File: src/rtl/attn_score_softmax_engine.sv
// Streaming attention-score engine.
// Accumulates DIM-length signed q.k dot products one feature pair per beat,
// scales each score and maps it through a fixed-point exp2-based e^x
// approximation. Every exp value is emitted on a valid/ready output; after
// NKEYS exp beats one extra beat carries the row's softmax denominator.
module attn_score_softmax_engine #(
    parameter int W           = 8,  // signed input width, Q0.(W-1)
    parameter int DIM         = 4,  // features per dot product (>= 2)
    parameter int NKEYS       = 8,  // scores per row before the sum beat (>= 2)
    parameter int SCALE_SHIFT = 1,  // score scaling, approx. 1/sqrt(DIM)
    parameter int OUT_W       = 9   // exp output width, UQ(OUT_W-6).6
) (
    input  logic                             clk,
    input  logic                             rst_n,
    input  logic                             in_valid,
    output logic                             in_ready,
    input  logic [W-1:0]                     in_q,
    input  logic [W-1:0]                     in_k,
    output logic                             out_valid,
    input  logic                             out_ready,
    output logic [OUT_W+$clog2(NKEYS)-1:0]   out_data,
    output logic                             out_is_sum
);

    // ------------------------------------------------------------------
    // Derived widths and constants
    // ------------------------------------------------------------------
    localparam int ACC_W  = 2 * W + $clog2(DIM);       // signed dot-product accumulator
    localparam int SUM_W  = OUT_W + $clog2(NKEYS);     // holds NKEYS saturated exps
    localparam int FW     = $clog2(DIM);
    localparam int KW     = $clog2(NKEYS);
    localparam int XSHIFT = 2 * W - 8 + SCALE_SHIFT;   // product is Q.(2W-2); land on Q.6
    localparam int PW     = ACC_W + 9;                 // room for x6 * 185
    localparam int SAW    = $clog2(OUT_W);             // left-shift amount width

    localparam logic signed [PW-1:0] LOG2E_Q7 = PW'(185);       // log2(e) in Q.7
    localparam logic signed [PW-1:0] I_SAT    = PW'(OUT_W - 6); // mant<<i no longer fits
    localparam logic signed [PW-1:0] I_UFLOW  = PW'(-7);        // mant>>7 is always zero
    localparam logic [OUT_W-1:0]     E_MAX    = '1;

    typedef enum logic [1:0] {
        ST_ACCUM,
        ST_EXP,
        ST_SUM
    } state_e;

    // ------------------------------------------------------------------
    // State
    // ------------------------------------------------------------------
    state_e                    state_q,      state_d;
    logic signed [ACC_W-1:0]   acc_q,        acc_d;
    logic [FW-1:0]             feat_cnt_q,   feat_cnt_d;
    logic [KW-1:0]             key_cnt_q,    key_cnt_d;
    logic [SUM_W-1:0]          sum_q,        sum_d;
    logic                      out_valid_q,  out_valid_d;
    logic [SUM_W-1:0]          out_data_q,   out_data_d;
    logic                      out_is_sum_q, out_is_sum_d;

    // ------------------------------------------------------------------
    // Datapath signals
    // ------------------------------------------------------------------
    logic signed [2*W-1:0]     prod;
    logic signed [ACC_W-1:0]   prod_ext;
    logic signed [ACC_W-1:0]   acc_base;
    logic signed [PW-1:0]      x6;
    logic signed [PW-1:0]      y6;
    logic signed [PW-1:0]      exp_i;
    logic [5:0]                frac;
    logic [6:0]                mant;
    logic [2:0]                rshift;
    logic [OUT_W-1:0]          e_val;
    logic                      slot_free;

    // Signed feature product, sign-extended to the accumulator width.
    always_comb begin
        prod     = $signed(in_q) * $signed(in_k);
        prod_ext = ACC_W'(prod);
        acc_base = (feat_cnt_q == '0) ? '0 : acc_q;
    end

    // e^x approximation from the finished dot product, floor semantics:
    // e^x = 2^(x*log2 e); integer part shifts the mantissa 1.f (Q.6).
    always_comb begin
        x6     = PW'(acc_q) >>> XSHIFT;
        y6     = (x6 * LOG2E_Q7) >>> 7;
        exp_i  = y6 >>> 6;
        frac   = y6[5:0];
        mant   = {1'b1, frac};
        rshift = 3'd0 - exp_i[2:0];
        if (!exp_i[PW-1]) begin
            if (exp_i >= I_SAT) begin
                e_val = E_MAX;
            end else begin
                e_val = OUT_W'(mant) << exp_i[SAW-1:0];
            end
        end else if (exp_i <= I_UFLOW) begin
            e_val = '0;
        end else begin
            e_val = OUT_W'(mant >> rshift);
        end
    end

    // Next-state logic for the ACCUM -> EXP -> (SUM) sequence and output slot.
    always_comb begin
        // NOTE: every signal gets a hold default first, so no path leaves a
        // variable unassigned and no latch is inferred.
        state_d      = state_q;
        acc_d        = acc_q;
        feat_cnt_d   = feat_cnt_q;
        key_cnt_d    = key_cnt_q;
        sum_d        = sum_q;
        out_valid_d  = out_valid_q;
        out_data_d   = out_data_q;
        out_is_sum_d = out_is_sum_q;

        slot_free = !out_valid_q || out_ready;

        // An accepted beat empties the slot unless a new load follows below.
        if (out_valid_q && out_ready) begin
            out_valid_d = 1'b0;
        end

        unique case (state_q)
            ST_ACCUM: begin
                if (in_valid) begin
                    acc_d = acc_base + prod_ext;
                    if (feat_cnt_q == FW'(DIM - 1)) begin
                        feat_cnt_d = '0;
                        state_d    = ST_EXP;
                    end else begin
                        feat_cnt_d = feat_cnt_q + 1'b1;
                    end
                end
            end

            ST_EXP: begin
                if (slot_free) begin
                    out_data_d   = SUM_W'(e_val);
                    out_is_sum_d = 1'b0;
                    out_valid_d  = 1'b1;
                    sum_d        = sum_q + SUM_W'(e_val);
                    key_cnt_d    = key_cnt_q + 1'b1;
                    state_d      = (key_cnt_q == KW'(NKEYS - 1)) ? ST_SUM : ST_ACCUM;
                end
            end

            ST_SUM: begin
                if (slot_free) begin
                    out_data_d   = sum_q;
                    out_is_sum_d = 1'b1;
                    out_valid_d  = 1'b1;
                    sum_d        = '0;
                    key_cnt_d    = '0;
                    state_d      = ST_ACCUM;
                end
            end

            default: begin
                state_d = ST_ACCUM;
            end
        endcase
    end

    // State register with synchronous active-low reset; drops any partial row.
    always_ff @(posedge clk) begin
        // NOTE: non-blocking assignments so every register samples the
        // pre-edge values, independent of statement order.
        if (!rst_n) begin
            state_q      <= ST_ACCUM;
            acc_q        <= '0;
            feat_cnt_q   <= '0;
            key_cnt_q    <= '0;
            sum_q        <= '0;
            out_valid_q  <= 1'b0;
            out_data_q   <= '0;
            out_is_sum_q <= 1'b0;
        end else begin
            state_q      <= state_d;
            acc_q        <= acc_d;
            feat_cnt_q   <= feat_cnt_d;
            key_cnt_q    <= key_cnt_d;
            sum_q        <= sum_d;
            out_valid_q  <= out_valid_d;
            out_data_q   <= out_data_d;
            out_is_sum_q <= out_is_sum_d;
        end
    end

    assign in_ready   = (state_q == ST_ACCUM);
    assign out_valid  = out_valid_q;
    assign out_data   = out_data_q;
    assign out_is_sum = out_is_sum_q;

endmodule
File: config.mk
export PLATFORM = sky130hd
export DESIGN_NAME = attn_score_softmax_engine
export DESIGN_NICKNAME = d
export VERILOG_FILES = /design/src/rtl/attn_score_softmax_engine.sv
export SDC_FILE = /design/constraint.sdc
export NUM_CORES = 1
export LEC_CHECK = 0
export ABC_AREA = 1
export CELL_PAD_IN_SITES_DETAIL_PLACEMENT = 1
export CELL_PAD_IN_SITES_GLOBAL_PLACEMENT = 1
export CORE_UTILIZATION = 51
export DETAILED_ROUTE_END_ITERATION = 10
export GPL_TIMING_DRIVEN = 0
export MAX_ROUTING_LAYER = met4
export PLACE_DENSITY = 0.9
export SYNTH_ARGS = -nofsm -noshare
export SYNTH_HDL_FRONTEND = slang
export SYNTH_SLANG_ARGS = --single-unit
File: constraint.sdc
create_clock -name clk -period 9.2 [get_ports clk]
set_input_delay 1.84 -clock clk [delete_from_list [all_inputs] [get_ports clk]]
set_output_delay 1.84 -clock clk [all_outputs]
set_load 0.1 [all_outputs]
Word level (Yosys, flattened, before mapping) --
Index checks and enable logic that the tools add are counted. Widths: inputs -> output; s select.
Word-level totals: bits in registers 51, input port bits 20, output and inout port bits 15, word-level logic and storage cells 63
Cells by class: $add $sub $neg 5, multipliers 2, $lt $le $gt $ge 2, equality and inequality tests 8, shift operators 2, muxes and demuxes 26, reductions and logical operators 10
Operators by type and width (count):
- $mux 12 | 4
- $pmux 12 s2 | 2
- $mux 9 | 3
- $add 18x16->18 | 1
- $mul 9x9->18 const B | 1
- $mux 18 | 1
- $mul 8x8->16 | 1
- $add 12x9->12 | 1
- $mux 2 | 6
- $shl 7x4->9 | 1
- $shr 7x3->9 | 1
- $mux 3 | 2
- $ne 2x2->1 const B | 3
- $pmux 2 s3 | 1
- $pmux 3 s2 | 1
- $ge 5x3->1 const B | 1
- $le 5x4->1 const B | 1
- $mux 1 | 5
- $eq 2x2->1 const B | 2
- $logic_not 2->1 | 2
- $reduce_and 4->1 | 1
- $add 3x1->3 const B | 1
- $eq 3x3->1 const B | 1
- $reduce_and 3->1 | 1
- other kinds (11) | 11

Longest topological paths before layout --
Gate-level depths: netlist of run 1.
word-level depth 8, mapped depth 40, mapped depth without buffers 39

Least setup slack after synthesis of run 1 --
Ideal clock, no wire load.
path kind input to register, start in in_q[7], end reg acc_q[14], library setup time 0.116 ns, arrival time 6.406 ns, data required time 9.084 ns, path slack 2.677 ns, stages 22, buffers on the path 1, path through clkbuf_1 nand2_1 inv_1 fa_1 fa_1 fa_1 fa_1 fa_1 ha_1 nand3_1 nand3_1 nand2_1 nand2_1 a21oi_1 o21ai_0 nand2_1 nand2_1 nand2_1 a21o_1 nand3_1 o211ai_1 inv_1
On the way: word-level cells in the longest chain between the ends 2
Ends and longest elaborated chain:
- from (decl) | RTL line 17 | input logic [W-1:0] in_q,
- $mul 8x8->16 | RTL line 76 | prod = $signed(in_q) * $signed(in_k);
- $add 18x16->18 | RTL line 126 | acc_d = acc_base + prod_ext;
- to (signal assigned) | RTL line 170 | acc_q <= '0;
- to (signal assigned) | RTL line 179 | acc_q <= acc_d;
- to (decl) | RTL line 51 | logic signed [ACC_W-1:0] acc_q, acc_d;
Every way passes these cells. A chain may end at the register's enable or synchronous reset.

Worst setup path after layout of run 1 --
start reg acc_q[17], end reg sum_q[10]
On the way: word-level cells in the longest chain between the ends 8, elaborated cells on any way between the ends 12, classes of those cells add/sub: 2; mul: 1; order compare: 2; shift: 2; mux: 5
Ends and longest elaborated chain:
- $mul 9x9->18 * | RTL line 85 | y6 = (x6 * LOG2E_Q7) >>> 7;
- $sub 1x3->3 | RTL line 89 | rshift = 3'd0 - exp_i[2:0];
- $shr 7x3->9 | RTL line 99 | e_val = OUT_W'(mant >> rshift);
- $mux 9 | RTL line 96 | end else if (exp_i <= I_UFLOW) begin
- $mux 9 * | RTL line 90 | if (!exp_i[PW-1]) begin
- $add 12x9->12 * | RTL line 141 | sum_d = sum_q + SUM_W'(e_val);
- $mux 12 * | RTL line 137 | if (slot_free) begin
- $pmux 12 s2 * | RTL line 123 | unique case (state_q)
- to (signal assigned) | RTL line 182 | sum_q <= sum_d;
- to (decl) | RTL line 54 | logic [SUM_W-1:0] sum_q, sum_d;
Mark *: on every way between the ends. The rest lies on a longest branch, timed or not. The select of a mux whose other input is x is not followed.

==> results.json, run 1 <==
{
  "totalNegativeSetupSlack_ps": 0,
  "finalSetupViolCount": 0,
  "drc": 0,
  "cts_setup_buffers": 0,
  "start_kind": "flop",
  "crit_arrival_ps": 7570,
  "r2r-end": "sum_q[10]$_SDFFE_PN0P_",
  "slew_headroom_pct": 34.6,
  "dr.first_iter.drc_count": 351,
  "clk_pin_slew_ps": 80,
  "io_buffers": 19,
  "diodes": 0,
  "wl_per_cell_um": 16.8,
  "grt_overflow": 0,
  "dp.cells": 1312,
  "hold_viol_final": 0,
  "reg2reg_depth": 38,
  "cts_num_sinks": 51,
  "yosysSeqAreaShare_pct": 12.7,
  "ys_types": 40,
  "grt_use_total_pct": 30.1,
  "synth_top_area_share_pct": 26.2,
  "final_common_cell": "nand2_1",
  "syn_nets": 1302,
  "ys_async_sr_fraction_pct": 0,
  "min_path_type": "flop to flop",
  "synth_top_cell_by_area": "fa_1",
  "dp_hpwl_um": 18700,
  "outcome": "finished, final reports clean",
  "layout.nets": 1328,
  "synth-edff-count": 0,
  "timing.fmax_mhz": 135,
  "drt-pass1-iter-count": 5,
  "wirelength_um": 22200,
  "yosys_warnings": 0,
  "synth-seq-cells": 51,
  "critPathRequiredTime_ps": 9390,
  "finClkSkew_ps": 10.9,
  "cts-resized-gates": 0,
  "synth_area_per_cell_um2": 7.42,
  "min_to": "out_data[11]$_SDFFE_PN0P_",
  "cts_max_path_buffers": 2,
  "cp_max_fo": 14,
  "cap_violations": 0,
  "clock_latency_ps": 300,
  "slowest_delay_ps": 720,
  "period_share_pct": 80.2,
  "ys_top_cells_by_area": "fa_1 26%, ha_1 15%, dfxtp_1 13%, nand2_1 11%, inv_1 11%",
  "rsz0062_at_grt": "false",
  "final_cells": 1320,
  "syn_inst": 1082,
  "syn_to_final_growth_pct": 7.87,
  "cts_buffers": 5,
  "die_area_um2": 16200,
  "synth-main-ff-cell": "dfxtp_1",
  "start_util_pct": 52.6,
  "grt_pass1_vias": 7802,
  "hp-start": "out_data[11]$_SDFFE_PN0P_",
  "maxSlewViolCount": 0,
  "rrSetupSlack_ps": 1820,
  "syn_area_um2": 8030,
  "antenna_found_initial": 0,
  "root_buffer": "clkbuf_16",
  "worst_setup_path_end_kind": "flop",
  "period_minus_slack_ps": 7380,
  "core_um2": 15300,
  "grt_start_max_net_pins": 17,
  "die_h_um": 127,
  "final_cell_mix": "231 x nand2_1, 226 x inv_1, 105 x fa_1",
  "ctsHtreeMaxLevel": 2,
  "viasPerCell": 5.28,
  "gp_congestion": 0.888,
  "die_x_um": 127,
  "crit_slowest_cell": "dfxtp_1",
  "whs_path_depth": 2,
  "rows": 45,
  "setup.worst_path.class": "flop to flop",
  "worst_pin_slew_ps": 979,
  "grt_pass1_wl_um": 37300,
  "timing.rr.start": "acc_q[17]$_SDFFE_PN0P_",
  "dr_total_vias": 6968,
  "postCtsHoldBufs": 0,
  "detail-route-antenna-nets": 0,
  "crit_top_cell": "nand2_1",
  "cts_tree": "done",
  "drive_gt1_share_pct": 5.14,
  "num_io_pins": 35
}
## critical path: cells and delay by family (launching register included)
kind,cells,cell delay [ps]
and+or+nand+nor,20,1960
DFF,1,720
AOI/OAI and AO/OA,4,640
buffers and inverters,6,650
adders and majority gates,8,3260
## metrics by stage
stage | area [um2] | worst slack [ps] | util [%] | hold slack [ps]
after floorplan | 8030 | 2680 | - | 430
after global placement | 8480 | 2020 | 55.6 | 446
after detailed placement | 8480 | 1860 | 55.6 | 461
after CTS | 8660 | 1840 | 56.8 | 471
after global routing | 8660 | 1220 | 56.8 | 489
final | 8660 | 1820 | 56.8 | 473
## worst max-delay path by stage
stage	from	to	cells past startpoint
after CTS	acc_q[17]$_SDFFE_PN0P_	sum_q[10]$_SDFFE_PN0P_	38
after floorplan	in_q[7]	acc_q[14]$_SDFFE_PN0P_	22
after detailed placement	in_k[7]	acc_q[17]$_SDFFE_PN0P_	22
after global placement	in_k[7]	acc_q[14]$_SDFFE_PN0P_	23
final	acc_q[17]$_SDFFE_PN0P_	sum_q[10]$_SDFFE_PN0P_	38
after global routing	acc_q[17]$_SDFFE_PN0P_	sum_q[10]$_SDFFE_PN0P_	38
## flip-flops by register name, indices dropped and copies added, names as in the netlist
signal	count
acc_q	18
feat_cnt_q	2
key_cnt_q	3
out_data	12
out_is_sum	1
out_valid	1
state_q	2
sum_q	12
## routing by layer
layer | vias to the layer above | share of wire, % | track usage [%]
met5 | - | 0 | -
met4 | 0 | 2.8 | 10.4
met3 | 54 | 2.3 | 3.18
met2 | 114 | 53 | 56.0
met1 | 3426 | 42 | 33.3
li1 | 3374 | - | -
## cells in the mapped netlist, types with 16 or more instances
cell type	count
nor2_1	63
nand2_2	16
inv_1	226
ha_1	95
a21oi_1	64
xor2_1	16
o21ai_0	34
clkbuf_1	29
fa_1	105
nand3_1	75
dfxtp_1	51
nand2_1	231
## cell families (layout without fill, tap and decap cells)
group	count (synthesis)	in the layout	synth area share (%)
AO/OA/AOI/OAI	125	125	8.48
XOR/XNOR	23	23	2.60
adder cells (fa/ha/maj)	200	200	41.0
buffers and inverters	263	290	12.4
flip-flops	51	51	12.7
AND/OR/NAND/NOR	420	420	22.8
## cell type report
| class | count | area, um2 |
|---|---|---|
| buffer | 31 | 125 |
| clock buffer | 6 | 139 |
| clock inverter | 2 | 38.8 |
| fill | 1990 | 6600 |
| inverter | 232 | 871 |
| multi-input combinational | 768 | 6010 |
| sequential | 51 | 1020 |
| tap | 211 | 264 |
| timing repair buffer | 19 | 190 |
Power of run 1 is not shown: default switching activity piles up to over one toggle a cycle in this logic, so the estimate is an artifact.
==> inputs of run 2 (changes only) <==
--- a/config.mk
+++ b/config.mk
@@ -8,11 +8,11 @@
 export ABC_AREA = 1
 export CELL_PAD_IN_SITES_DETAIL_PLACEMENT = 1
 export CELL_PAD_IN_SITES_GLOBAL_PLACEMENT = 1
-export CORE_UTILIZATION = 51
+export CORE_UTILIZATION = 47
 export DETAILED_ROUTE_END_ITERATION = 10
 export GPL_TIMING_DRIVEN = 0
 export MAX_ROUTING_LAYER = met4
-export PLACE_DENSITY = 0.9
+export PLACE_DENSITY = 0.84
 export SYNTH_ARGS = -nofsm -noshare
 export SYNTH_HDL_FRONTEND = slang
 export SYNTH_SLANG_ARGS = --single-unit
==> constraint.sdc (replaced) <==
create_clock -name clk -period 6.84 [get_ports clk]
set_input_delay 1.368 -clock clk [delete_from_list [all_inputs] [get_ports clk]]
set_output_delay 1.368 -clock clk [all_outputs]
set_load 0.1 [all_outputs]
==> run 2 against run 1 <==
Effect of this change: clock skew shrank 4.4 ps; worst hold slack lost 13 ps; wire length shrank 5.3%; critical path depth shrank 15; global-route usage shrank 4.3 points; via count shrank 0.90%; register-to-register slack lost 1400 ps; final area grew 1.8%; worst setup slack lost 1400 ps; sequential share of layout area is essentially flat; non-clock buffer count grew 5; core utilization shrank 3.8 points; largest cell class unchanged; highest routed layer unchanged.
==> results.json, run 2 (synthesis results as in run 1) <==
{
  "outcome": "finished, final reports clean",
  "top_register": "acc_q",
  "critPathRequiredTime_ps": 7030,
  "largest_reg_flops": 18,
  "crit_arrival_ps": 6650,
  "multi_input_comb_area_um2": 6080,
  "crit_chain": "clkdlybuf4s50_1, inv_1, or2_2, fa_1, fa_1, inv_1, fa_1, fa_1, fa_1, ha_1, nand3_1, nand3_1, nand2_1, nand2_1, a21oi_1, o21ai_1, nand2_1, nand2_1, nand2_1, a21o_1, nand3_1, o211ai_1, inv_1",
  "cts_buffers": 5,
  "cap_violations": 0,
  "antenna_found_initial": 0,
  "fillers": 2137,
  "die_area_um2": 17600,
  "core_um2": 16600,
  "cts_num_sinks": 51,
  "grt_pass1_wl_um": 35600,
  "num_io_pins": 35,
  "period_minus_slack_ps": 6460,
  "seqCellArea_um2": 1040,
  "drt-pass1-iter-count": 4,
  "setup.worst_path.class": "input pin to flop",
  "slew_headroom_pct": 34.5,
  "grt_overflow": 0,
  "dr.first_iter.drc_count": 183,
  "clk_pin_slew_ps": 70,
  "finClkSkew_ps": 6.56,
  "dp_hpwl_um": 17800,
  "start_kind": "input pin",
  "maxSlewViolCount": 0,
  "rows": 47,
  "cp-startpoint": "in_k[7]",
  "crit_slowest_cell": "fa_1",
  "grt_use_total_pct": 25.8,
  "syn_to_final_growth_pct": 9.82,
  "period_share_pct": 94.5,
  "slowest_delay_ps": 540,
  "diodes": 0,
  "final_cell_mix": "230 x nand2_1, 223 x inv_1, 105 x fa_1",
  "ctsHtreeMaxLevel": 2,
  "viasPerCell": 5.18,
  "die_h_um": 133,
  "hp-start": "acc_q[1]$_SDFFE_PN0P_",
  "wl_per_cell_um": 15.8,
  "root_buffer": "clkbuf_16",
  "die_x_um": 133,
  "postCtsHoldBufs": 0,
  "drive_gt1_share_pct": 7.09,
  "detail-route-antenna-nets": 0,
  "finalSetupViolCount": 0,
  "drc": 0,
  "start_util_pct": 48.2,
  "cts_tree": "done",
  "timing.rr.start": "acc_q[17]$_SDFFE_PN0P_",
  "hold_viol_final": 0,
  "grt_pass1_vias": 7489,
  "layout.nets": 1333,
  "grt_start_max_net_pins": 16,
  "gp_congestion": 0.890,
  "timing.fmax_mhz": 155,
  "rsz0062_at_grt": "false",
  "clock_latency_ps": 300,
  "io_buffers": 19,
  "dpl_cell_area_um2": 8490,
  "final_common_cell": "nand2_1",
  "worst_setup_path_end_kind": "flop",
  "min_path_type": "flop to flop",
  "cts_max_path_buffers": 2,
  "cp_max_fo": 8,
  "dr_total_vias": 6905,
  "worst_pin_slew_ps": 979,
  "final_area_um2": 8820,
  "wirelength_um": 21000
}
## run 2: routing by layer
layer	up-vias	wire [um]	GRT usage, %	share of wire, %
met3	26	343	1.80	1.6
met5	-	0	-	0
li1	3398	-	-	-
met1	3407	9440	30.8	45
met4	0	405	7.92	1.9
met2	74	10900	46.3	52
## run 2: layout make-up
type	count	area share (%)
well taps	220	3.12
flip-flops and latches	51	11.8
clock inverters	2	0.681
plain buffers	31	1.42
clock buffers	6	1.46
multi-input cells	768	69.0
inverters	232	9.90
repair buffers	24	2.58
## run 2: through the flow
| step | setup WS, ps | setup TNS [ps] | util, % | hold WS (ps) | cells |
|---|---|---|---|---|---|
| after global routing | 4.68 | 0 | 53.0 | 487 | 1334 |
| after CTS | 1.98 | 0 | 52.3 | 467 | 1329 |
| after floorplan | 642 | 0 | - | 430 | 1082 |
| after detailed placement | -454 | -701 | 51.0 | 453 | 1321 |
| final | 376 | 0 | 53.0 | 460 | 1334 |
| after global placement | -223 | -233 | 51.0 | 447 | 1321 |
## run 2: critical path, delay by kind of cell
| kind | cells | cell delay, ps |
|---|---|---|
| buffers and inverters | 4 | 780 |
| adders and majority gates | 6 | 2940 |
| and+or+nand+nor | 9 | 990 |
| AOI/OAI and AO/OA | 4 | 570 |
## run 2: timing repair
action | 4_1_cts | 5_1_grt
resized for setup | 13 | 17
pin swaps | 0 | 3
setup buffers | 0 | 5
setup endpoints to repair | 4 | 4
## run 2: final timing paths
| check | end | slack, ps | depth (start not counted) |
|---|---|---|---|
| setup / recovery | acc_q[14]$_SDFFE_PN0P_ | 380 | 23 |
| hold / removal | acc_q[1]$_SDFFE_PN0P_ | 460 | 2 |
| setup reg to reg | sum_q[10]$_SDFFE_PN0P_ | 390 | 38 |
| hold reg to reg | acc_q[1]$_SDFFE_PN0P_ | 460 | 2 |
Power of run 2 is left out for the same reason.
